$ cat src/rtl/led_pkg.sv
// Shared types and 50 MHz default timing for the WS2812-style chain node.
package led_pkg;

    typedef enum logic [1:0] {
        SYNC,
        CAPTURE,
        PASSTHRU
    } node_state_e;

    localparam int T0H              = 20;
    localparam int T1H              = 40;
    localparam int DEF_BIT_THRESH   = 30;
    localparam int DEF_LATCH_CYCLES = 2500;

endpackage

$ cat src/rtl/led_pulse_timer.sv
// Serial line synchroniser, edge detect, high/low run counters and latch strobe.
module led_pulse_timer
    import led_pkg::*;
#(
    parameter int LATCH_CYCLES = DEF_LATCH_CYCLES,
    parameter int CNT_W        = $clog2(LATCH_CYCLES + 1)
) (
    input  logic             i_clk,
    input  logic             i_rst_n,
    input  logic             i_serial,
    output logic             sig_q,
    output logic             rise,
    output logic             fall,
    output logic [CNT_W-1:0] high_cnt,
    output logic             latch
);

    localparam logic [CNT_W-1:0] HIGH_MAX = '1;
    localparam logic [CNT_W-1:0] LOW_MAX  = CNT_W'(LATCH_CYCLES);
    localparam logic [CNT_W-1:0] ONE      = CNT_W'(1);

    logic             meta_q;
    logic             sig_qq;
    logic [CNT_W-1:0] high_q;
    logic [CNT_W-1:0] high_d;
    logic [CNT_W-1:0] low_q;
    logic [CNT_W-1:0] low_d;

    assign rise     = sig_q & ~sig_qq;
    assign fall     = ~sig_q & sig_qq;
    assign high_cnt = high_q;

    // The edge cycle itself counts, so a run of N cycles reads N at the opposite edge.
    always_comb begin
        high_d = high_q;
        low_d  = low_q;
        if (rise) begin
            high_d = ONE;
        end else if (sig_q && high_q != HIGH_MAX) begin
            high_d = high_q + ONE;
        end
        if (fall) begin
            low_d = ONE;
        end else if (!sig_q && low_q != LOW_MAX) begin
            low_d = low_q + ONE;
        end
    end

    assign latch = (low_d == LOW_MAX) && (low_q != LOW_MAX);

    always_ff @(posedge i_clk or negedge i_rst_n) begin
        if (!i_rst_n) begin
            meta_q <= 1'b0;
            sig_q  <= 1'b0;
            sig_qq <= 1'b0;
            high_q <= '0;
            low_q  <= '0;
        end else begin
            meta_q <= i_serial;
            sig_q  <= meta_q;
            sig_qq <= sig_q;
            high_q <= high_d;
            low_q  <= low_d;
        end
    end

endmodule

$ cat src/rtl/led_chain_node.sv
// One node of a WS2812-style chain: capture, forward, commit on latch gap.
// Define LED_PULSE_CHECK_EN to add the sticky pulse-width error output o_err.
module led_chain_node
    import led_pkg::*;
#(
    parameter int NUM_PIXELS     = 2,
    parameter int BITS_PER_PIXEL = 24,
    parameter int BIT_THRESH     = DEF_BIT_THRESH,
    parameter int LATCH_CYCLES   = DEF_LATCH_CYCLES
) (
    input  logic                                 i_clk,
    input  logic                                 i_rst_n,
    input  logic                                 i_serial,
    output logic                                 o_serial,
    output logic [NUM_PIXELS*BITS_PER_PIXEL-1:0] o_led_data,
    output logic                                 o_frame_valid,
    output logic                                 o_busy
`ifdef LED_PULSE_CHECK_EN
    ,
    output logic                                 o_err
`endif
);

    localparam int CNT_W = $clog2(LATCH_CYCLES + 1);
    localparam int TOTAL = NUM_PIXELS * BITS_PER_PIXEL;
    localparam int BC_W  = $clog2(TOTAL + 1);

    localparam logic [BC_W-1:0] LAST = BC_W'(TOTAL - 1);
    localparam logic [BC_W-1:0] BONE = BC_W'(1);

    logic             sig_q;
    logic             rise;
    logic             fall;
    logic [CNT_W-1:0] high_cnt;
    logic             latch;
    logic [31:0]      high_ext;
    logic             bit_val;
    logic             commit_ok;
    logic             unused_rise;

    node_state_e      state_q;
    node_state_e      state_d;
    logic [BC_W-1:0]  bit_cnt_q;
    logic [BC_W-1:0]  bit_cnt_d;
    logic [TOTAL-1:0] shadow_q;
    logic [TOTAL-1:0] shadow_d;
    logic [TOTAL-1:0] led_q;
    logic [TOTAL-1:0] led_d;
    logic             valid_q;
    logic             valid_d;
    logic             serial_q;
    logic             serial_d;
    logic             busy_q;
    logic             busy_d;

    led_pulse_timer #(
        .LATCH_CYCLES (LATCH_CYCLES),
        .CNT_W        (CNT_W)
    ) u_timer (
        .i_clk    (i_clk),
        .i_rst_n  (i_rst_n),
        .i_serial (i_serial),
        .sig_q    (sig_q),
        .rise     (rise),
        .fall     (fall),
        .high_cnt (high_cnt),
        .latch    (latch)
    );

    assign unused_rise = rise;
    assign high_ext    = 32'(high_cnt);
    assign bit_val     = high_ext >= 32'(BIT_THRESH);

`ifdef LED_PULSE_CHECK_EN
    logic err_q;
    logic err_d;
    logic ferr_q;
    logic ferr_d;
    logic bad_pulse;

    assign bad_pulse = (high_ext < 32'(BIT_THRESH / 2))
                     || (high_ext >= 32'(2 * BIT_THRESH));
    assign commit_ok = !ferr_q;
    assign o_err     = err_q;
`else
    assign commit_ok = 1'b1;
`endif

    always_comb begin
        state_d   = state_q;
        bit_cnt_d = bit_cnt_q;
        shadow_d  = shadow_q;
        led_d     = led_q;
        valid_d   = 1'b0;
        serial_d  = 1'b0;
`ifdef LED_PULSE_CHECK_EN
        err_d     = err_q;
        ferr_d    = ferr_q;
`endif
        unique case (state_q)
            SYNC: begin
                if (latch) begin
                    state_d   = CAPTURE;
                    bit_cnt_d = '0;
                end
            end
            CAPTURE: begin
                if (fall) begin
                    shadow_d  = {shadow_q[TOTAL-2:0], bit_val};
                    bit_cnt_d = bit_cnt_q + BONE;
                    if (bit_cnt_q == LAST) begin
                        state_d = PASSTHRU;
                    end
`ifdef LED_PULSE_CHECK_EN
                    if (bad_pulse) begin
                        err_d  = 1'b1;
                        ferr_d = 1'b1;
                    end
`endif
                end else if (latch) begin
                    // Short frame: drop it, keep the committed data.
                    bit_cnt_d = '0;
`ifdef LED_PULSE_CHECK_EN
                    ferr_d    = 1'b0;
`endif
                end
            end
            PASSTHRU: begin
                serial_d = sig_q;
                if (latch) begin
                    if (commit_ok) begin
                        led_d   = shadow_q;
                        valid_d = 1'b1;
                    end
                    state_d   = CAPTURE;
                    bit_cnt_d = '0;
`ifdef LED_PULSE_CHECK_EN
                    ferr_d    = 1'b0;
`endif
                end
            end
            default: begin
                state_d = SYNC;
            end
        endcase
        busy_d = (state_d == CAPTURE) && (bit_cnt_d != '0);
    end

    always_ff @(posedge i_clk or negedge i_rst_n) begin
        if (!i_rst_n) begin
            state_q   <= SYNC;
            bit_cnt_q <= '0;
            shadow_q  <= '0;
            led_q     <= '0;
            valid_q   <= 1'b0;
            serial_q  <= 1'b0;
            busy_q    <= 1'b0;
`ifdef LED_PULSE_CHECK_EN
            err_q     <= 1'b0;
            ferr_q    <= 1'b0;
`endif
        end else begin
            state_q   <= state_d;
            bit_cnt_q <= bit_cnt_d;
            shadow_q  <= shadow_d;
            led_q     <= led_d;
            valid_q   <= valid_d;
            serial_q  <= serial_d;
            busy_q    <= busy_d;
`ifdef LED_PULSE_CHECK_EN
            err_q     <= err_d;
            ferr_q    <= ferr_d;
`endif
        end
    end

    assign o_serial      = serial_q;
    assign o_led_data    = led_q;
    assign o_frame_valid = valid_q;
    assign o_busy        = busy_q;

endmodule
$ cat config.mk
export PLATFORM = sky130hd
export DESIGN_NAME = led_chain_node
export DESIGN_NICKNAME = d
export VERILOG_FILES = /design/src/rtl/led_pkg.sv /design/src/rtl/led_pulse_timer.sv /design/src/rtl/led_chain_node.sv
export SDC_FILE = /design/constraint.sdc
export NUM_CORES = 1
export LEC_CHECK = 0
export BUFFER_PORTS_ARGS = -buffer_cell sky130_fd_sc_hd__buf_2
export CAP_MARGIN = 20
export CORE_MARGIN = 2
export CORE_UTILIZATION = 53
export CTS_CLUSTER_DIAMETER = 80
export CTS_CLUSTER_SIZE = 28
export DETAILED_ROUTE_END_ITERATION = 10
export PLACE_DENSITY = 0.75
export SLEW_MARGIN = 20
export SYNTH_ARGS = -nofsm -noshare
export SYNTH_HDL_FRONTEND = slang
export SYNTH_HIERARCHICAL = 1
export SYNTH_SLANG_ARGS = --single-unit
$ cat constraint.sdc
create_clock -name i_clk -period 2.5 [get_ports i_clk]
set_input_delay 0.25 -clock i_clk [delete_from_list [all_inputs] [get_ports i_clk]]
set_output_delay 0.25 -clock i_clk [all_outputs]
set_load 0.02 [all_outputs]
==> reports/metrics.yaml <==
peakVddDrop_uv: 450
cts_sinks: 134
seqPwrFrac_pct: 44.5
hold_viol_final: 0
yosysSeqAreaShare_pct: 59.3
area_delta_synth_final_pct: 25.1
syn-cell-area_mm2: 0.00565
antenna_cells: 0
finalCritPeriodShare_pct: 114
ys.flop_type: "dfrtp_1"
wl_per_cell_um: 16.8
die_w_um: 107
fmax_mhz: 351
power_frac_clock_pct: 51.7
p_sw_uw: 1060
p_per_area_mw_per_mm2: 704
synth_area_leaders: "dfrtp_1 (59%), mux2_2 (18%), nor2_1 (1.5%), mux2_1 (1.4%), nand3_1 (1.2%)"
synth_fp_nets: 424
cp_num_buf_inv: 2
dp_cells: 625
setup_viol: 54
dpl_cell_area_mm2: 0.00632
antenna_found_initial: 0
async_flop_share_pct: 100
status: "finished with violations"
p_int_uw: 3930
worstMarginPinSlew_ps: 722
clockRootBuffer: "clkbuf_8"
core_mm2: 0.0103
hold_slack_ps: 324
gr-total-overflow: 0
fin_cells: 664
clock_skew_ps: 9.51
crit_family: "simple AND/OR/NAND/NOR gates"
synth.avg_cell_area_um2: 13.6
wl_mm: 11.2
synth.most_common_cell: "dfrtp_1"
crit_type: "reg -> reg"
portBuffers: 53
cts_tree: "yes"
htreeDepth: 4
antenna_left: 0
yosysTopAreaCell: "dfrtp_1"
grt_max_degree: 54
p_leak_uw: 0.00377
post-dp-hpwl_mm: 6.85
end_kind: "flip-flop"
slew_headroom_pct: 51.9
worstSetupStartpointType: "flip-flop"
final_nets: 522
critical_path.max_stage_delay_ps: 560
clk_pin_slew_ps: 60
rr_endpoint: "o_busy$_DFF_PN0_"
grt_pass1_vias: 3688
rr_worst_depth: 11
drive_gt1_share_pct: 46.2
synth_top_area_share_pct: 59.3
die_area_mm2: 0.0115
synth-seq-cells: 134
firstDrtPassIters: 4
final.min_clock_period_ps: 2850
drcViolationCount: 0
crit_fanout: 5
ios: 54
finalPower_uw: 4980
swShare_pct: 21.2
cts.path.max_buffers: 2
synth_common_cells: "dfrtp_1 (134), mux2_2 (89), nor2_1 (22)"
fin_ws_ps: -345
die_h_um: 107
clk_latency_ps: 520
cp_cell_sequence: "or4b_4 > nor3_4 > nor2_1 > a311oi_2 > and4b_2 > a21o_4 > buf_4 > buf_6 > o2111ai_1 > o21ai_1 > a41oi_1"
crit_arrival_ps: 3220
cp_slowest_cell: "or4b_4"
comb_power_share_pct: 3.8
start_util_pct: 54.7
drt_iter0_markers: 193
grtUsageTotal_pct: 21.0
violations: "negative setup slack"
gp_congestion: 0.879
viasPerCell: 5.50
max-cap-violations: 0
worstReg2RegStart: "u_timer/low_q[9]$_DFF_PN0_"
vias: 3651
synth_edf_count: 0
placementRows: 37
crit_required_ps: 2870
yosysWarnings: 6
utilization_pct: 68.5
final_cell_area_mm2: 0.00707
rsz0062_at_grt: "true"
hold_path.class: "in -> async"
rrSetupSlack_ps: -350
slew_viol_final: 0
cts_buffers: 17
ys_types: 67
netlist_instances: 417
grt_pass1_wl_mm: 18.4
kinds of logic after synthesis:
kind of cell,share of synthesized area [%]
compound gates,4.69
xor+xnor,1.86
fa+ha+maj,0.886
buf+inv,3.10
flops,59.3
mux,19.8
simple gates,10.3
placed cells by master (no fill, tap or decap), drive strengths merged, types with 3 or more instances in the layout:
| cell type | instances |
|---|---|
| a31oi | 4 |
| clkbuf | 24 |
| a21oi | 5 |
| xnor2 | 5 |
| bufinv | 3 |
| and3 | 7 |
| nand2 | 16 |
| inv | 18 |
| nor4 | 5 |
| nor2 | 23 |
| and2 | 4 |
| nand3 | 14 |
| mux2i | 4 |
| mux2 | 96 |
| nand4 | 6 |
| nor3 | 3 |
| buf | 93 |
| ha | 4 |
| and4 | 3 |
| o21ai | 6 |
| xor2 | 7 |
| dfrtp | 134 |
sequential cells by signal, summed over array words and instances, names as in the netlist:
signal / cells
state_q: 2
u_timer/meta_q: 1
u_timer/sig_qq: 1
o_frame_valid: 1
u_timer/high_cnt: 12
o_led_data: 48
u_timer/low_q: 12
o_serial: 1
bit_cnt_q: 6
shadow_q: 48
u_timer/sig_q: 1
o_busy: 1
routing by layer:
metal,wire length [um],vias up,global-route usage [%]
met1,4960,1837,26.8
li1,-,1706,-
met3,547,17,6.11
met5,0,-,0
met2,5500,91,33.1
met4,178,0,9.46
through the flow:
| step | setup slack, ps | TNS [ps] |
|---|---|---|
| detailed placement | -325 | -8930 |
| floorplan | -65.9 | -567 |
| CTS | -243 | -10540 |
| global route | -502 | -18000 |
| global placement | -158 | -2540 |
| finish | -345 | -12070 |
layout make-up:
cell class | instances | area (um^2)
Clock buffer | 23 | 487
Clock inverter | 9 | 138
Fill cell | 690 | 3250
Inverter | 15 | 58.8
Multi-Input combinational cell | 251 | 2200
Sequential cell | 134 | 3350
Tap cell | 136 | 170
Timing Repair Buffer | 96 | 667
power by group through the flow:
| stage | registers (uW) | clock network, uW | logic, uW |
|---|---|---|---|
| floorplan | 2260 | 0 | 82.0 |
| global placement | 2250 | 0 | 179 |
| detailed placement | 2250 | 0 | 182 |
| CTS | 2220 | 2610 | 190 |
| global route | 2220 | 2740 | 213 |
| finish | 2220 | 2580 | 190 |
how the worst max path moves through the flow:
stage / slack [ps] / cells past startpoint / to / start
3_5_place_dp: -320 / 9 / o_busy$_DFF_PN0_ / u_timer/low_q[9]$_DFF_PN0_
4_1_cts: -240 / 9 / o_busy$_DFF_PN0_ / u_timer/low_q[9]$_DFF_PN0_
3_3_place_gp: -160 / 9 / o_busy$_DFF_PN0_ / u_timer/low_q[9]$_DFF_PN0_
2_1_floorplan: -70 / 9 / o_busy$_DFF_PN0_ / u_timer/low_q[9]$_DFF_PN0_
6_report: -350 / 11 / o_busy$_DFF_PN0_ / u_timer/low_q[9]$_DFF_PN0_
5_1_grt: -500 / 11 / o_busy$_DFF_PN0_ / u_timer/low_q[9]$_DFF_PN0_
timing repair:
action,4_1_cts,5_1_grt
endpoints found under the setup margin,54,58
cloned,0,1
hold endpoints to repair,51,0
gates resized for setup,11,2
buffers inserted,3,1
hold buffers,2,0
No activity file was read; power rests on OpenSTA's default activity.
